[src/rtl/mem_arbiter.sv]
// mem_arbiter: two-requester front end for the single-ported data memory.
// Data port normally wins; fetch is forced through after STARVE_MAX data
// grants in a row while it waits. Memory controls are driven from
// registers, and read data returns to the requester two cycles after
// acceptance.
// Optional feature: define MEM_BOUNDS_CHK_EN to reject any access whose
// addr[21:16] is non-zero. A rejected access raises bus_err, and a
// rejected read returns RD_ERR_DATA.
module mem_arbiter #(
  parameter int unsigned STARVE_MAX  = 4,
  parameter logic [31:0] RD_ERR_DATA = 32'hDEADBEEF
) (
  input  logic        clk,
  input  logic        rst,
  input  logic        i_req,
  input  logic [21:0] i_addr,
  output logic        i_gnt,
  output logic        i_rvalid,
  output logic [31:0] i_rdata,
  input  logic        d_req,
  input  logic        d_we,
  input  logic [21:0] d_addr,
  input  logic [31:0] d_wdata,
  output logic        d_gnt,
  output logic        d_rvalid,
  output logic [31:0] d_rdata,
  output logic [21:0] mem_addr,
  output logic        mem_re,
  output logic        mem_we,
  output logic [31:0] mem_wdata,
  input  logic [31:0] mem_rdata,
  output logic        bus_err
);

  localparam logic [3:0] STARVE_LIM = 4'(STARVE_MAX);

  logic [3:0]  starve_cnt_q, starve_cnt_d;
  logic [21:0] mem_addr_q, mem_addr_d;
  logic        mem_re_q, mem_re_d;
  logic        mem_we_q, mem_we_d;
  logic [31:0] mem_wdata_q, mem_wdata_d;
  logic        rd_vld_q, rd_vld_d;
  logic        rd_port_q, rd_port_d;
  logic        rd_err_q, rd_err_d;
  logic        bus_err_q, bus_err_d;
  logic        i_rvalid_q, i_rvalid_d;
  logic [31:0] i_rdata_q, i_rdata_d;
  logic        d_rvalid_q, d_rvalid_d;
  logic [31:0] d_rdata_q, d_rdata_d;

  logic        force_fetch;
  logic        accept;
  logic        sel_we;
  logic [21:0] sel_addr;
  logic        addr_oob;
  logic [31:0] read_word;

  assign force_fetch = i_req && (starve_cnt_q == STARVE_LIM);

  // Grant: data port first unless fetch has waited out its starvation budget
  always_comb begin
    i_gnt = 1'b0;
    d_gnt = 1'b0;
    if (!rst) begin
      if (d_req && !force_fetch) begin
        d_gnt = 1'b1;
      end else if (i_req) begin
        i_gnt = 1'b1;
      end
    end
  end

  assign accept   = i_gnt | d_gnt;
  assign sel_we   = d_gnt & d_we;
  assign sel_addr = d_gnt ? d_addr : i_addr;

`ifdef MEM_BOUNDS_CHK_EN
  assign addr_oob = accept && (sel_addr[21:16] != 6'd0);
`else
  assign addr_oob = 1'b0;
`endif

  // Starvation counter: counts data grants that overtake a waiting fetch
  always_comb begin
    starve_cnt_d = starve_cnt_q;
    if (!i_req || i_gnt) begin
      starve_cnt_d = 4'd0;
    end else if (d_gnt && (starve_cnt_q != STARVE_LIM)) begin
      starve_cnt_d = starve_cnt_q + 4'd1;
    end
  end

  // Issue stage: register memory controls plus the read tag for the winner
  always_comb begin
    mem_addr_d  = mem_addr_q;
    mem_wdata_d = mem_wdata_q;
    mem_re_d    = 1'b0;
    mem_we_d    = 1'b0;
    rd_vld_d    = 1'b0;
    rd_port_d   = 1'b0;
    rd_err_d    = 1'b0;
    bus_err_d   = 1'b0;
    if (accept) begin
      mem_addr_d = sel_addr;
      if (d_gnt) begin
        mem_wdata_d = d_wdata;
      end
      mem_re_d  = ~sel_we & ~addr_oob;
      mem_we_d  = sel_we & ~addr_oob;
      rd_vld_d  = ~sel_we;
      rd_port_d = d_gnt;
      rd_err_d  = addr_oob;
      bus_err_d = addr_oob;
    end
  end

  assign read_word = rd_err_q ? RD_ERR_DATA : mem_rdata;

  // Return stage: steer captured read data to the port named by the tag
  always_comb begin
    i_rvalid_d = rd_vld_q & ~rd_port_q;
    d_rvalid_d = rd_vld_q & rd_port_q;
    i_rdata_d  = i_rvalid_d ? read_word : i_rdata_q;
    d_rdata_d  = d_rvalid_d ? read_word : d_rdata_q;
  end

  // State registers; reset also flushes anything in flight
  always_ff @(posedge clk) begin
    if (rst) begin
      starve_cnt_q <= 4'd0;
      mem_addr_q   <= 22'd0;
      mem_re_q     <= 1'b0;
      mem_we_q     <= 1'b0;
      mem_wdata_q  <= 32'd0;
      rd_vld_q     <= 1'b0;
      rd_port_q    <= 1'b0;
      rd_err_q     <= 1'b0;
      bus_err_q    <= 1'b0;
      i_rvalid_q   <= 1'b0;
      i_rdata_q    <= 32'd0;
      d_rvalid_q   <= 1'b0;
      d_rdata_q    <= 32'd0;
    end else begin
      starve_cnt_q <= starve_cnt_d;
      mem_addr_q   <= mem_addr_d;
      mem_re_q     <= mem_re_d;
      mem_we_q     <= mem_we_d;
      mem_wdata_q  <= mem_wdata_d;
      rd_vld_q     <= rd_vld_d;
      rd_port_q    <= rd_port_d;
      rd_err_q     <= rd_err_d;
      bus_err_q    <= bus_err_d;
      i_rvalid_q   <= i_rvalid_d;
      i_rdata_q    <= i_rdata_d;
      d_rvalid_q   <= d_rvalid_d;
      d_rdata_q    <= d_rdata_d;
    end
  end

  assign mem_addr  = mem_addr_q;
  assign mem_re    = mem_re_q;
  assign mem_we    = mem_we_q;
  assign mem_wdata = mem_wdata_q;
  assign i_rvalid  = i_rvalid_q;
  assign i_rdata   = i_rdata_q;
  assign d_rvalid  = d_rvalid_q;
  assign d_rdata   = d_rdata_q;

`ifdef MEM_BOUNDS_CHK_EN
  assign bus_err = bus_err_q;
`else
  assign bus_err = 1'b0;
`endif

endmodule

[config.mk]
export PLATFORM = sky130hd
export DESIGN_NAME = mem_arbiter
export DESIGN_NICKNAME = d
export VERILOG_FILES = /design/src/rtl/mem_arbiter.sv
export SDC_FILE = /design/constraint.sdc
export NUM_CORES = 1
export LEC_CHECK = 0
export ABC_AREA = 1
export ABC_CLOCK_PERIOD_IN_PS = 4200
export CELL_PAD_IN_SITES_DETAIL_PLACEMENT = 1
export CELL_PAD_IN_SITES_GLOBAL_PLACEMENT = 2
export CORE_ASPECT_RATIO = 0.75
export CORE_MARGIN = 2
export CORE_UTILIZATION = 24
export CTS_BUF_LIST = sky130_fd_sc_hd__clkbuf_8
export CTS_CLUSTER_DIAMETER = 50
export CTS_CLUSTER_SIZE = 16
export DETAILED_ROUTE_END_ITERATION = 7
export PLACE_DENSITY = 0.95
export RECOVER_POWER = 100
export SETUP_SLACK_MARGIN = 0.4
export SLEW_MARGIN = 20
export SYNTH_ARGS = -nofsm -noshare
export SYNTH_HDL_FRONTEND = slang
export SYNTH_SLANG_ARGS = --single-unit
[constraint.sdc]
create_clock -name clk -period 4.2 [get_ports clk]
set_clock_uncertainty 0.1 [all_clocks]
set_input_delay 0.63 -clock clk [delete_from_list [all_inputs] [get_ports clk]]
set_output_delay 0.63 -clock clk [all_outputs]
set_load 0.05 [all_outputs]
# After elaboration in Yosys (flattened, before gate mapping)
# Index checks and enable logic that the tools add are counted.
[word_totals]
in_bits = 113
word_cells = 35
register_bits = 127
out_inout_bits = 125
[classes]
n_bitwise = 7
n_eq_ne = 2
reduce_logical = 9
n_mux = 6
n_addsub = 1
[ops]
columns = ["operator", "count"]
rows = [
  ["22-bit 2-to-1 mux", 1],
  ["1-bit 2-to-1 mux", 5],
  ["4-bit by 1-bit adder with 4-bit output, second input constant", 1],
  ["4-bit by 3-bit == test with 1-bit output, second input constant", 1],
  ["4-bit by 3-bit inequality test with 1-bit output, second input constant", 1],
  ["2-bit OR reduction", 2],
  ["1-bit bitwise AND", 3],
  ["1-bit logical AND", 3],
  ["1-bit NOT", 3],
  ["1-bit zero test", 2],
  ["2-bit AND reduction", 1],
  ["1-bit logical OR", 1],
  ["1-bit OR", 1],
]

# Longest topological paths before layout
# Gate-level depths: netlist of the first run.
[depth]
ltp_word = 9
mapped_depth = 9
mapped_depth_nobuf = 8

# Least setup slack after synthesis of the first run
# No wires, ideal clock.
[synth_timing]
kind = "in2out"
startpoint = "input port i_req"
endpoint = "output port i_gnt"
setup_slack_ns = 1.658
required_ns = 3.470
path_stages = 5
arrival_time_ns = 1.812
n_path_buf = 1
path_cell_list = "nand4_4 > nand2_4 > inv_2 > clkbuf_1 > nor2_1"
[synth_between]
elab_chain_cells = 5
elab_cells_between_ends = 6
classes_between = "mux (3); reduce/logical (3)"
[synth_lines]
columns = ["item", "line", "text"]
rows = [
  ["start, declared", "15", "input logic i_req,"],
  ["1-bit logical AND", "58", "assign force_fetch = i_req && (starve_cnt_q == STARVE_LIM);"],
  ["1-bit zero test", "65", "if (d_req && !force_fetch) begin"],
  ["1-bit logical AND", "65", ""],
  ["1-bit 2-to-1 mux (*)", "65", ""],
  ["1-bit 2-to-1 mux (*)", "64", "if (!rst) begin"],
  ["end, declared", "17", "output logic i_gnt,"],
]
# Every way passes the cells marked *; elsewhere a longest branch is shown, timed or not.

# Final worst setup path of the first run
[layout_timing]
startpoint = "input port d_req"
endpoint = "output port d_gnt"
[layout_between]
elab_chain_cells = 3
[layout_lines]
columns = ["item", "line", "text"]
rows = [
  ["start, declared", "20", "input logic d_req,"],
  ["1-bit logical AND", "65", ""],
  ["1-bit 2-to-1 mux", "65", ""],
  ["1-bit 2-to-1 mux", "64", ""],
  ["end, declared", "24", "output logic d_gnt,"],
]
# Every way passes these cells.

==> impl_metrics.csv, run 1 <==
group,metric,value,unit
run,cap_violations,2,
clock_tree,clock_sinks,127,
synthesis,synth_area,5020,µm²
clock_tree,hold_buffers,0,
timing,tightest_slew,1.84,ns
synthesis,syn_area_per_cell,7.98,µm²
worst_setup_path,cp-end-kind,"output port",
final_layout,layout-drive-gt1-share,10.6,%
floorplan,rows,45,
grt,grt_overflow,0,
timing,setup_tns,0,ns
final_layout,ff_latch_area,2540,µm²
routing,postRouteAntennaNets,0,
routing,drt-initial-drc-count,255,
floorplan,dieArea,22100,µm²
synthesis,yosysWarnings,0,
floorplan,core_area,20400,µm²
worst_setup_path,cp_data_required_time,3.47,ns
synthesis,ys_types,30,
clock_tree,cts_setup_buffers,0,
timing,fin_crit,3.32,ns
timing,fin_crit_sh,79.0,%
routing,drc,0,
final_layout,diodes,0,
pwr,p_per_area,386,nW/µm²
timing,setup_viol,0,
outcome,violations,"capacitance limit, slew limit",
pwr,ir_worst_vdd,0.168,mV
timing,rsz0062_at_grt,"no",
pwr,p_leak,3.44,nW
timing,max_freq,0.302,GHz
routing,wl,17400,µm
floorplan,die_w,171,µm
place,dpl.hpwl,12000,µm
final_layout,design_area,7860,µm²
routing,wl_per_cell,15.2,µm
synthesis,syn_inst,629,
final_layout,multi_input_area,2070,µm²
worst_setup_path,startpoint_type,"primary input",
grt,grt_pass1_wl,27400,µm
clock_tree,cts.repair.resized,0,
final_layout,area_growth,56.6,%
timing,max-slew-margin-rel,-22.8,%
outcome,status,"finished with violations",
grt,grt_use_total,15.9,%
final_layout,fin_nets,966,
grt,grt_pass1_vias,5078,
place,port-buffer-count,236,
clock_tree,clkTransAtPathRegs,0.07,ns
routing,firstDrtPassIters,4,
worst_setup_path,worst_ep_arrival_time,2.59,ns
grt,antenna_found_initial,0,
place,placed_area,7550,µm²
place,dp_slack,1.24,ns
hold_path,hp-class,"reg2reg",
clock_tree,cts_root_buffer,"clkbuf_8",
routing,via_per_inst,4.31,
floorplan,start_util,24.6,%
place,gp_congestion,0.765,
routing,via_count,4942,
grt,grt_max_degree,100,
floorplan,ios,238,
timing,maxSlewViolCount,127,
clock_tree,cts_tree,"done",
clock_tree,htreeDepth,4,
timing,fin_ws,0.883,ns
clock_tree,insertion_delay,0.43,ns
timing,hold_viol_final,0,
synthesis,yosysSeqAreaShare,50.6,%
clock_tree,numCtsBuffers,17,
synthesis,synth_seq_cells,127,
synthesis,synth_nets,744,
final_layout,nFillCells,2452,
floorplan,die-height,129,µm
worst_setup_path,crit_type,"in2out",
clock_tree,clockBufferDepth,2,
worst_setup_path,cp_max_fo,27,
==> synthesized netlist by cell type <==
library cell | count | share of area, %
a21oi_1 | 6 | 0.60
a21oi_2 | 24 | 4.2
buf_12 | 3 | 1.2
buf_2 | 7 | 0.70
buf_4 | 3 | 0.45
buf_6 | 3 | 0.67
buf_8 | 2 | 0.60
clkbuf_1 | 23 | 1.7
conb_1 | 1 | 0.075
dfxtp_1 | 127 | 51
ha_1 | 2 | 0.50
inv_1 | 31 | 2.3
inv_2 | 3 | 0.22
nand2_1 | 67 | 5.0
nand2_2 | 15 | 1.9
nand2_4 | 1 | 0.22
nand3_1 | 7 | 0.70
nand3_4 | 1 | 0.35
nand3b_1 | 14 | 2.1
nand4_1 | 6 | 0.75
nand4_4 | 1 | 0.42
nor2_1 | 167 | 12
nor3_1 | 14 | 1.4
o21a_1 | 5 | 0.75
o21ai_0 | 75 | 7.5
o21ai_1 | 5 | 0.50
o21ai_2 | 1 | 0.17
or2_1 | 1 | 0.12
or2_2 | 13 | 1.6
xor2_1 | 1 | 0.17
==> report_power, final <==
part,leakage (nW),switching (mW),internal [mW]
Combinational,2.22,0.461,0.256
Clock,0.182,0.522,0.482
Sequential,1.05,0.0358,1.28
==> stage by stage <==
| step | power (mW) | hold WS [ns] | cells | util (%) |
|---|---|---|---|---|
| after floorplan | 1.79 | 0.369 | 629 | - |
| after global placement | 2.09 | 0.359 | 1114 | 37.0 |
| after detailed placement | 2.10 | 0.363 | 1114 | 37.0 |
| after CTS | 3.13 | 0.376 | 1146 | 38.8 |
| after global routing | 3.21 | 0.392 | 1146 | 38.6 |
| final | 3.04 | 0.370 | 1146 | 38.6 |
==> per-layer routing <==
metal / global-route usage (%) / vias to the layer above / part of all wire (%)
met1: 20.1 / 2337 / 45
met4: 3.94 / 0 / 0.78
li1: - / 2441 / -
met5: 0 / - / 0
met2: 25.0 / 152 / 46
met3: 6.78 / 12 / 8.9
==> cells in the final DEF, fill, tap and decap left out, types with 7 or more instances in the layout <==
| master | n |
|---|---|
| clkbuf_8 | 18 |
| nand3_1 | 7 |
| inv_1 | 33 |
| nand2_2 | 15 |
| nand3b_1 | 14 |
| or2_2 | 13 |
| nor2_1 | 166 |
| dlygate4sd3_1 | 124 |
| nor3_1 | 14 |
| nand2_1 | 67 |
| o21ai_0 | 79 |
| a21oi_1 | 11 |
| clkdlybuf4s50_1 | 110 |
| dfxtp_1 | 127 |
| a21oi_2 | 19 |
==> registers in the layout (all words and copies together) (netlist names) <==
| register | flops |
|---|---|
| mem_addr | 22 |
| rd_port_q | 1 |
| rd_vld_q | 1 |
| mem_wdata | 32 |
| i_rvalid | 1 |
| d_rvalid | 1 |
| mem_we | 1 |
| starve_cnt_q | 4 |
| i_rdata | 32 |
| d_rdata | 32 |
==> layout make-up <==
type / instances / area share, %
flip-flops and latches: 127 / 32.4
clock buffers: 18 / 3.15
multi-input cells: 427 / 26.3
clock inverters: 14 / 1.51
well taps: 282 / 4.49
inverters: 34 / 1.62
repair buffers: 244 / 30.6
==> worst max-delay path, cell delays in order <==
cell	delay [ns]
dlygate4sd3_1	0.86
nand3_4	0.38
inv_1	0.22
clkbuf_1	0.50
==> path summary, 6_finish.rpt <==
kind | startpoint | end | slack, ns | depth (start not counted)
min reg2reg | mem_wdata[22]$_SDFFE_PP0P_ | mem_wdata[22]$_SDFFE_PP0P_ | 0.37 | 2
min | mem_wdata[22]$_SDFFE_PP0P_ | mem_wdata[22]$_SDFFE_PP0P_ | 0.37 | 2
max | d_req | d_gnt | 0.88 | 4
max reg2reg | starve_cnt_q[0]$_SDFFE_PP0P_ | mem_wdata[25]$_SDFFE_PP0P_ | 2.18 | 7
==> cell families (layout without fill, tap and decap cells) <==
family | after synthesis | in the layout | share of synthesized area [%]
AO/OA/AOI/OAI | 116 | 116 | 13.7
XOR/XNOR | 1 | 1 | 0.175
adder cells (fa/ha/maj) | 2 | 2 | 0.498
buffers and inverters | 75 | 310 | 7.88
flip-flops | 127 | 127 | 50.6
other | 1 | 1 | 0.0747
AND/OR/NAND/NOR | 307 | 307 | 27.0
Power figures use the tool's default switching activity.
==> inputs of run 2 (changes only) <==
--- a/config.mk
+++ b/config.mk
@@ -6,17 +6,17 @@
 export NUM_CORES = 1
 export LEC_CHECK = 0
 export ABC_AREA = 1
-export ABC_CLOCK_PERIOD_IN_PS = 4200
+export ABC_CLOCK_PERIOD_IN_PS = 2900
 export CELL_PAD_IN_SITES_DETAIL_PLACEMENT = 1
 export CELL_PAD_IN_SITES_GLOBAL_PLACEMENT = 2
 export CORE_ASPECT_RATIO = 0.75
 export CORE_MARGIN = 2
-export CORE_UTILIZATION = 24
+export CORE_UTILIZATION = 20
 export CTS_BUF_LIST = sky130_fd_sc_hd__clkbuf_8
 export CTS_CLUSTER_DIAMETER = 50
 export CTS_CLUSTER_SIZE = 16
 export DETAILED_ROUTE_END_ITERATION = 7
-export PLACE_DENSITY = 0.95
+export PLACE_DENSITY = 0.87
 export RECOVER_POWER = 100
 export SETUP_SLACK_MARGIN = 0.4
 export SLEW_MARGIN = 20
==> constraint.sdc (replaced) <==
create_clock -name clk -period 2.9 [get_ports clk]
set_clock_uncertainty 0.1 [all_clocks]
set_input_delay 0.435 -clock clk [delete_from_list [all_inputs] [get_ports clk]]
set_output_delay 0.435 -clock clk [all_outputs]
set_load 0.05 [all_outputs]
==> run 2 against run 1 <==
- the flow still finishes with violations (capacitance limit, slew limit)
- flip-flop and latch count unchanged
- critical endpoint is now i_gnt
- highest routed layer unchanged
- via count decreased by 0.34%
- sequential power increased by 45%
- worst setup slack got worse by 0.40 ns
- non-clock buffer count increased by 1
- critical path type unchanged
- global-route usage decreased by 1.8 points
- hold slack about the same
- critical path depth increased by 1
==> impl_metrics.csv, run 2 (synthesis results as in run 1) <==
group,metric,value,unit
outcome,status,"finished with violations",
outcome,violations,"capacitance limit, slew limit",
routing,via_per_inst,4.10,
floorplan,die_w,187,µm
timing,rsz0062_at_grt,"no",
worst_setup_path,worst_ep_arrival_time,1.88,ns
timing,setup_tns,0,ns
place,gp_congestion,0.771,
run,cap_violations,1,
worst_setup_path,cp_data_required_time,2.37,ns
place,dp_slack,0.449,ns
final_layout,utilization,32.2,%
hold_path,min_to,"mem_wdata[19]$_SDFFE_PP0P_",
worst_setup_path,regToRegSetupSlack,0.86,ns
pwr,ir_worst_vdd,0.214,mV
timing,tightest_slew,1.74,ns
final_layout,diodes,0,
clock_tree,cts_setup_buffers,0,
place,dpl.hpwl,12800,µm
worst_setup_path,crit_type,"in2out",
clock_tree,htreeDepth,4,
worst_setup_path,timing.rr.start,"starve_cnt_q[0]$_SDFFE_PP0P_",
hold_path,hp-start,"mem_wdata[19]$_SDFFE_PP0P_",
timing,fin_ws,0.487,ns
clock_tree,cts.repair.resized,0,
clock_tree,cts_tree,"done",
grt,grt_use_total,14.0,%
grt,use_met2,20.9,%
grt,grtUsageMet1,18.7,%
final_layout,layout-drive-gt1-share,10.5,%
worst_setup_path,startpoint_type,"primary input",
clock_tree,clockBufferDepth,2,
worst_setup_path,cp-end-kind,"output port",
floorplan,start_util,20.2,%
routing,drc,0,
clock_tree,insertion_delay,0.44,ns
timing,hold_ws,0.370,ns
final_layout,final_common_cell,"nor2_1",
pwr,p_leak,3.50,nW
grt,antenna_found_initial,0,
grt,top_usage_layer,"met2",
clock_tree,clock_sinks,127,
grt,grt_pass1_wl,28800,µm
grt,grt_overflow,0,
worst_setup_path,r2r_cells,7,
routing,drt-initial-drc-count,156,
timing,fin_crit_sh,83.2,%
floorplan,core_area,24800,µm²
place,port-buffer-count,236,
floorplan,die-height,141,µm
clock_tree,cts_root_buffer,"clkbuf_8",
routing,postRouteAntennaNets,0,
clock_tree,hold_buffers,0,
clock_tree,clkTransAtPathRegs,0.07,ns
floorplan,dieArea,26400,µm²
routing,wl_per_cell,15.3,µm
timing,fin_crit,2.41,ns
floorplan,rows,50,
timing,setup_viol,0,
timing,max-slew-margin-rel,-16.1,%
final_layout,nFillCells,2972,
worst_setup_path,cp_max_fo,15,
hold_path,whs_path_depth,2,
timing,hold_viol_final,0,
timing,maxSlewViolCount,27,
final_layout,most-common-layout-cells,"nor2_1, dfxtp_1, dlygate4sd3_1",
grt,grtUsageMet3,5.53,%
worst_setup_path,r2r_end,"mem_wdata[25]$_SDFFE_PP0P_",
final_layout,fin_nets,967,
routing,via_count,4925,
clock_tree,numCtsBuffers,17,
floorplan,ios,238,
pwr,power,4.55,mW
grt,grt_pass1_vias,4996,
routing,firstDrtPassIters,6,
timing,max_freq,0.414,GHz
grt,grt_max_degree,90,
pwr,p_per_area,569,nW/µm²
final_layout,area_growth,59.3,%
routing,wl,18400,µm
hold_path,hp-class,"reg2reg",
-- run 2: area by class of cell --
class | count | area (µm²) | share of cell area (%)
flip-flops and latches | 127 | 2540 | 31.8
multi-input cells | 427 | 2070 | 25.9
clock buffers | 19 | 262 | 3.27
clock inverters | 12 | 129 | 1.61
repair buffers | 245 | 2450 | 30.6
inverters | 34 | 128 | 1.60
well taps | 338 | 423 | 5.29
-- run 2: critical path, cell delays in order --
cell           delay [ns]
dlygate4sd3_1        0.58
inv_2                0.24
nand2_1              0.18
nor2_1               0.26
buf_12               0.18
-- run 2: how the worst max path moves through the flow --
stage | cells past startpoint | from | slack (ns) | end
after detailed placement | 6 | i_req | 0.45 | mem_wdata[25]$_SDFFE_PP0P_
after global routing | 7 | starve_cnt_q[0]$_SDFFE_PP0P_ | 0.35 | i_gnt
after floorplan | 7 | starve_cnt_q[0]$_SDFFE_PP0P_ | 0.58 | i_gnt
final | 5 | rst | 0.49 | i_gnt
after CTS | 7 | starve_cnt_q[0]$_SDFFE_PP0P_ | 0.46 | i_gnt
after global placement | 7 | i_req | 0.52 | mem_addr[4]$_SDFFE_PP0P_
-- run 2: layer usage --
| metal | wire (µm) | vias to the layer above |
|---|---|---|
| li1 | - | 2443 |
| met1 | 9000 | 2329 |
| met2 | 7870 | 137 |
| met3 | 1250 | 16 |
| met4 | 238 | 0 |
| met5 | 0 | - |
-- run 2: through the flow --
stage / instances / cell area [µm²]
finish: 1202 / 8000
global route: 1202 / 8000
CTS: 1202 / 8030
detailed placement: 1171 / 7640
global placement: 1171 / 7640
floorplan: 629 / 5020
-- run 2: where the power goes --
part	internal [mW]	leakage, nW	switching, mW	total, mW
sequential	1.85	1.05	0.0519	1.91
clock	0.870	0.221	0.727	1.60
combinational	0.375	2.23	0.671	1.05
